`src/rtl/fpm_lod_norm_pipe.sv`:
```
// Leading-one/leading-zero detector and left normaliser for mantissa words, two register stages.
// Latency: 2 cycles from input transfer to result, 1 word/cycle while out_ready is high.
// Backpressure: a stalled output holds both stages; in_ready falls only once S1 is also full.
module fpm_lod_norm_pipe #(
    parameter int  WIDTH = 22,
    localparam int CW    = $clog2(WIDTH + 1)
) (
    input  logic             clk,
    input  logic             rst,
    input  logic             in_valid,
    output logic             in_ready,
    input  logic [WIDTH-1:0] in_data,
    input  logic             in_mode,
    output logic             out_valid,
    input  logic             out_ready,
    output logic [WIDTH-1:0] out_onehot,
    output logic [CW-1:0]    out_count,
    output logic             out_zero,
    output logic [WIDTH-1:0] out_norm
);

    logic             s1_valid;
    logic [WIDTH-1:0] s1_data;
    logic             s1_mode;

    logic             s1_en;
    logic             s2_en;

    logic [WIDTH-1:0] scan_vec;
    logic [WIDTH-1:0] det_onehot;
    logic [CW-1:0]    det_count;
    logic             det_zero;
    logic [WIDTH-1:0] det_norm;

    assign s2_en    = !out_valid || out_ready;
    assign s1_en    = !s1_valid || s2_en;
    assign in_ready = s1_en;

    always_ff @(posedge clk or posedge rst) begin
        if (rst) begin
            s1_valid <= 1'b0;
            s1_data  <= '0;
            s1_mode  <= 1'b0;
        end else if (s1_en) begin
            s1_valid <= in_valid;
            s1_data  <= in_data;
            s1_mode  <= in_mode;
        end
    end

    // Ascending scan: the last hit written is the highest set index, giving MSB-first priority.
    always_comb begin
        scan_vec   = s1_mode ? ~s1_data : s1_data;
        det_onehot = '0;
        det_count  = CW'(WIDTH);
        det_zero   = 1'b1;
        for (int i = 0; i < WIDTH; i++) begin
            if (scan_vec[i]) begin
                det_onehot    = '0;
                det_onehot[i] = 1'b1;
                det_count     = CW'(WIDTH - 1 - i);
                det_zero      = 1'b0;
            end
        end
        // Shift the original word, not the scan vector, so mode 1 keeps the true mantissa bits.
        det_norm = det_zero ? '0 : (s1_data << det_count);
    end

    always_ff @(posedge clk or posedge rst) begin
        if (rst) begin
            out_valid  <= 1'b0;
            out_onehot <= '0;
            out_count  <= '0;
            out_zero   <= 1'b0;
            out_norm   <= '0;
        end else if (s2_en) begin
            out_valid  <= s1_valid;
            out_onehot <= det_onehot;
            out_count  <= det_count;
            out_zero   <= det_zero;
            out_norm   <= det_norm;
        end
    end

endmodule

```
`config.mk`:
```
export PLATFORM = sky130hd
export DESIGN_NAME = fpm_lod_norm_pipe
export DESIGN_NICKNAME = d
export VERILOG_FILES = /design/src/rtl/fpm_lod_norm_pipe.sv
export SDC_FILE = /design/constraint.sdc
export NUM_CORES = 1
export LEC_CHECK = 0
export ABC_CLOCK_PERIOD_IN_PS = 3500
export BUFFER_PORTS_ARGS = -buffer_cell sky130_fd_sc_hd__buf_2
export CAP_MARGIN = 20
export CORE_MARGIN = 4
export CORE_UTILIZATION = 55
export CTS_CLUSTER_DIAMETER = 50
export DETAILED_ROUTE_END_ITERATION = 10
export GPL_ROUTABILITY_DRIVEN = 0
export HOLD_SLACK_MARGIN = 0.03
export PLACE_DENSITY = 0.78
export SETUP_SLACK_MARGIN = 0.05
export SLEW_MARGIN = 10
export SYNTH_ARGS = -nofsm -noshare
export SYNTH_HDL_FRONTEND = slang
export SYNTH_SLANG_ARGS = --single-unit
```
`constraint.sdc`:
```
create_clock -name clk -period 3.5 [get_ports clk]
set_input_delay 0 -clock clk [delete_from_list [all_inputs] [get_ports clk]]
set_output_delay 0 -clock clk [all_outputs]
set_load 0.005 [all_outputs]
```
Word-level counts from Yosys, hierarchy flattened
Index checks and enable logic that the tools add are counted.
{ "op_classes": {"n_reduce_logical": 4, "shifts": 1, "mux": 68, "n_bitwise": 1} }
{ "op_table": {"columns": ["cell", "n"], "rows": [
  ["two-way mux 22 bit", 23],
  ["two-way mux 5 bit", 21],
  ["two-way mux 1 bit", 23],
  ["NOT 22 bit", 1],
  ["left shift 22 x 5 -> 22 bit", 1],
  ["zero test 1 bit", 2],
  ["logical OR 1 bit", 2],
  ["two-way mux 2 bit", 1]
]} }
{ "word_totals": {"inputBits": 27, "output_inout_bits": 52, "reg_bits": 75, "wordCells": 82} }

Longest topological paths before layout
{ "depth": {"depth_word": 26, "depth_mapped": 15, "ltp_nobuf": 9} }

Worst setup path before layout
Ideal clock, no wire load.
{ "synth_timing": {"path_kind": "register to register", "startpoint": "reg s1_mode", "endpoint": "reg out_norm[17]", "setup_slack_ns": 0.697, "stages_incl_launch_ff": 11, "arrival_ns": 2.677, "path_buffers": 2, "period_less_slack_ns": 2.803, "setup_time_ns": 0.126, "cell_sequence": "dfrtp_1 -> buf_6 -> or3_1 -> o22ai_1 -> a21oi_2 -> o21ai_2 -> buf_6 -> mux4_2 -> mux2_2 -> a22o_1 -> a221o_1"} }
{ "synth_via": {"elab_chain_len": 25, "elab_cells_between_ends": 47, "cone_classes": "shift: 1; mux: 46"} }
{ "synth_rtl": {"columns": ["item", "line_no", "source"], "rows": [
  ["from (decl)", "24", "logic s1_mode;"],
  ["from (signal assigned)", "47", "s1_mode <= in_mode;"],
  ["two-way mux 22 bit *", "53", "scan_vec = s1_mode ? ~s1_data : s1_data;"],
  ["two-way mux 2 bit", "58", "if (scan_vec[i]) begin"],
  ["two-way mux 5 bit (21 in a row)", "58", null],
  ["left shift 22 x 5 -> 22 bit", "66", "det_norm = det_zero ? '0 : (s1_data << det_count);"],
  ["two-way mux 22 bit *", "66", null],
  ["to (signal assigned)", "81", "out_norm <= det_norm;"],
  ["to (decl)", "19", "output logic [WIDTH-1:0] out_norm"]
]} }
Mark *: on every way between the ends. The rest lies on a longest branch, timed or not.
A chain may end at the register's enable or synchronous reset.

Final worst setup path
{ "layout_timing": {"startpoint": "reg s1_data[9]", "endpoint": "reg out_norm[17]"} }
{ "layout_via": {"elab_chain_len": 17, "elab_cells_between_ends": 30, "cone_classes": "shift: 1; mux: 28; bitwise: 1"} }
{ "layout_rtl": {"columns": ["item", "line_no", "source"], "rows": [
  ["from (decl)", "23", "logic [WIDTH-1:0] s1_data;"],
  ["from (signal assigned)", "46", "s1_data <= in_data;"],
  ["NOT 22 bit", "53", null],
  ["two-way mux 22 bit", "53", null],
  ["two-way mux 5 bit (13 in a row)", "58", null],
  ["left shift 22 x 5 -> 22 bit", "66", null],
  ["two-way mux 22 bit *", "66", null]
]} }
Marked as above.

==> results.toml <==
[drt]
ant_nets = 0
via_count = 4525
routedWlPerCell_um = 18.6
dr.pass1.iters = 6
drc = 0
routed_wl_mm = 13.4
viasPerCell = 6.26
drt_iter0_drc = 374

[power_and_ir_drop]
p_int_mw = 1.72
p_seq_share_pct = 42.1
power_density_nw_per_um2 = 474
pwr-share-clk_pct = 24.8
vdd_drop_max_uv = 311
p_switching_mw = 0.961
p_sw_share_pct = 35.9
p_comb_share_pct = 33.1
power_mw = 2.68
leakagePower_nw = 2.63

[floorplan]
die_h_um = 101
dieArea_sq_um = 10200
ios = 79
core_sq_um = 8340
rows = 33
die_width_um = 101
start_util_pct = 57.3

[global_routing]
grt_pass1_wl_mm = 21.5
use_met2_pct = 39.8
track_usage_pct = 26.4
grt_antenna_before_repair = 0
grt_max_degree = 58
grt_pass1_vias = 4289
grt_util_met3_pct = 5.79
overflow = 0
grt_use_met1_pct = 36.8
top_usage_layer = "met2"

[setup_path]
crit_arrival_ns = 3.51
cp_max_fo = 26
cp_slowest_cell = "dfrtp_1"
reg2reg_from = "s1_data[9]"
cp_common_cell = "mux2i_1"
reg2reg_to = "out_norm[17]"
cp.required_ns = 3.74
reg2reg_slack_ns = 0.24
crit_chain = "or3_1 > o22ai_1 > a21oi_2 > o21ai_2 > buf_4 > mux2i_1 > mux2i_1 > mux2_2 > a22o_1 > a221o_1"
rr_worst_depth = 10
endpoint_kind = "flip-flop"
critPathMaxStageDelay_ns = 0.57
crit_type = "flip-flop to flip-flop"
startpoint_type = "flip-flop"

[timing]
slew_headroom_pct = 35.9
hold_viol = 0
worst_clock_skew_ns = 0.0105
slew_viol_final = 0
tns_ns = 0
setup_viol = 0
fmax_mhz = 306
period_share_pct = 93.3
worstMarginPinSlew_ns = 0.959
rsz0062_at_grt = "false"
timing.final.crit_period_ns = 3.26

[yosys]
yosysSeqAreaShare_pct = 39.3
yosysTopAreaCell = "dfrtp_1"
yosysWarningCount = 0
synth_top_area_share_pct = 39.3
synth.distinct_cells = 66
async_flop_share_pct = 100
synth_ff_type = "dfrtp_1"
ys_top_cells_by_area = "dfrtp_1, mux2i_1, nand2_1, mux2_2, o21ai_0"
syn_nets = 559
postSynthCellCount = 532
synth_edf_count = 0
ys_ff_latch = 75
synth_area_sq_um = 4780
post_synth.cell_area_avg_sq_um = 8.99

[placed_design]
place_hpwl_mm = 9.55
io_buffers = 78

[layout]
nNetsFinal = 640
final_cell_mix = "buf_2, dfrtp_1, nand2_1"
layout_commonest_cell = "buf_2"
drive_gt1_share_pct = 24.1
antenna_cells = 0
syn_to_final_growth_pct = 18.1

[clock_tree]
clock_sink_count = 75
clock_path_buffers = 2
clock_latency_ns = 0.36
cts.repair_timing.setup_buffer_count = 0
cts_tree = "yes"
clkSlewWorstSetupHoldPaths_ns = 0.09
root_buffer = "clkbuf_8"
numCtsBuffers = 9
cts.htree.levels = 3

[run]
drv_cap = 0

[outcome]
outcome = "completed"

[hold_path]
min_path_type = "input port to asynchronous set/reset pin"
## timing repair
action	in CTS	in global routing
endpoints found under the setup margin	0	5
endpoints found under the hold margin	58	0
hold buffers	26	0
gates resized for setup	0	1
## sequential cells by signal, summed over array words and instances, names as in the netlist
| register | flops |
|---|---|
| s1_mode | 1 |
| out_valid | 1 |
| out_norm | 22 |
| out_onehot | 22 |
| out_zero | 1 |
| s1_data | 22 |
| out_count | 5 |
| s1_valid | 1 |
## how the worst max path moves through the flow
stage                           from           end  cells past startpoint
after CTS                 s1_data[9]  out_norm[17]                     10
after global routing      s1_data[9]  out_norm[17]                     10
final                     s1_data[9]  out_norm[17]                     10
after detailed placement  s1_data[9]  out_norm[17]                     10
after global placement    s1_data[8]  out_norm[17]                      9
after floorplan              s1_mode  out_norm[17]                     10
## area by class of cell
cell class,instances,area (sq um)
Multi-Input combinational cell,397,2630
Fill cell,671,2690
Inverter,9,33.8
Timing Repair Buffer,121,778
Tap cell,105,131
Clock buffer,9,124
Sequential cell,75,1880
Clock inverter,7,68.8
## through the flow
step           setup slack [ns]  hold WS (ns)  instances  utilization (%)  instance area, sq um
6_report                  0.235         0.283        723             67.7                  5650
5_1_grt                  0.0566         0.364        723             67.7                  5650
4_1_cts                   0.299         0.301        723             67.6                  5640
3_5_place_dp              0.319         0.139        681             62.2                  5190
3_3_place_gp              0.404         0.129        681             62.2                  5190
2_1_floorplan             0.697         0.108        532                -                  4780
## critical path, delay by kind of cell, from the launching register on
family	cells	cell delay, ns
DFF	1	0.57
and+or+nand+nor	1	0.45
buffers and inverters	1	0.35
muxes	3	0.71
AOI/OAI and AO/OA	5	1.07
## routing by layer
| metal | up-vias | wire, um |
|---|---|---|
| met2 | 262 | 5920 |
| li1 | 2072 | - |
| met4 | 0 | 560 |
| met5 | - | 0 |
| met1 | 2126 | 5770 |
| met3 | 65 | 1180 |
## cell usage after synthesis, types with 3 or more instances
cell type and n:
a21oi_1 18, a2bb2oi_1 3, o221ai_1 4, a22o_1 9, nor3_1 10, a31oi_1 4, xnor2_1 8, dfrtp_1 75
nand2b_1 12, buf_6 3, nor2_1 44, buf_1 5, clkbuf_1 22, mux2i_1 47, o21ai_0 36, and3_1 6
buf_4 5, inv_1 9, o21a_1 4, or2_1 3, a211oi_1 5, a21o_1 4, mux2_2 22, o211ai_1 6
nand3_1 17, o31ai_1 9, o22ai_1 4, nor2b_1 3, or3_1 4, nand2_1 67, buf_2 16
## kinds of logic (layout without fill, tap and decap cells)
| group | after synthesis | count (layout) | synth area share (%) |
|---|---|---|---|
| AOI/OAI and AO/OA | 134 | 134 | 19.2 |
| xor gates and xnor gates | 9 | 9 | 1.65 |
| buffers and inverters | 60 | 146 | 5.99 |
| DFF | 75 | 75 | 39.3 |
| muxes | 71 | 71 | 16.0 |
| and+or+nand+nor | 183 | 183 | 17.9 |
## power by group through the flow
stage / Combinational [mW] / Sequential [mW] / Clock, mW
2_1_floorplan: 0.638 / 1.07 / 0
3_3_place_gp: 0.826 / 1.13 / 0
3_5_place_dp: 0.848 / 1.14 / 0
4_1_cts: 0.874 / 1.12 / 0.672
5_1_grt: 0.965 / 1.14 / 0.710
6_report: 0.885 / 1.13 / 0.664
(Power assumes the default switching activity.)
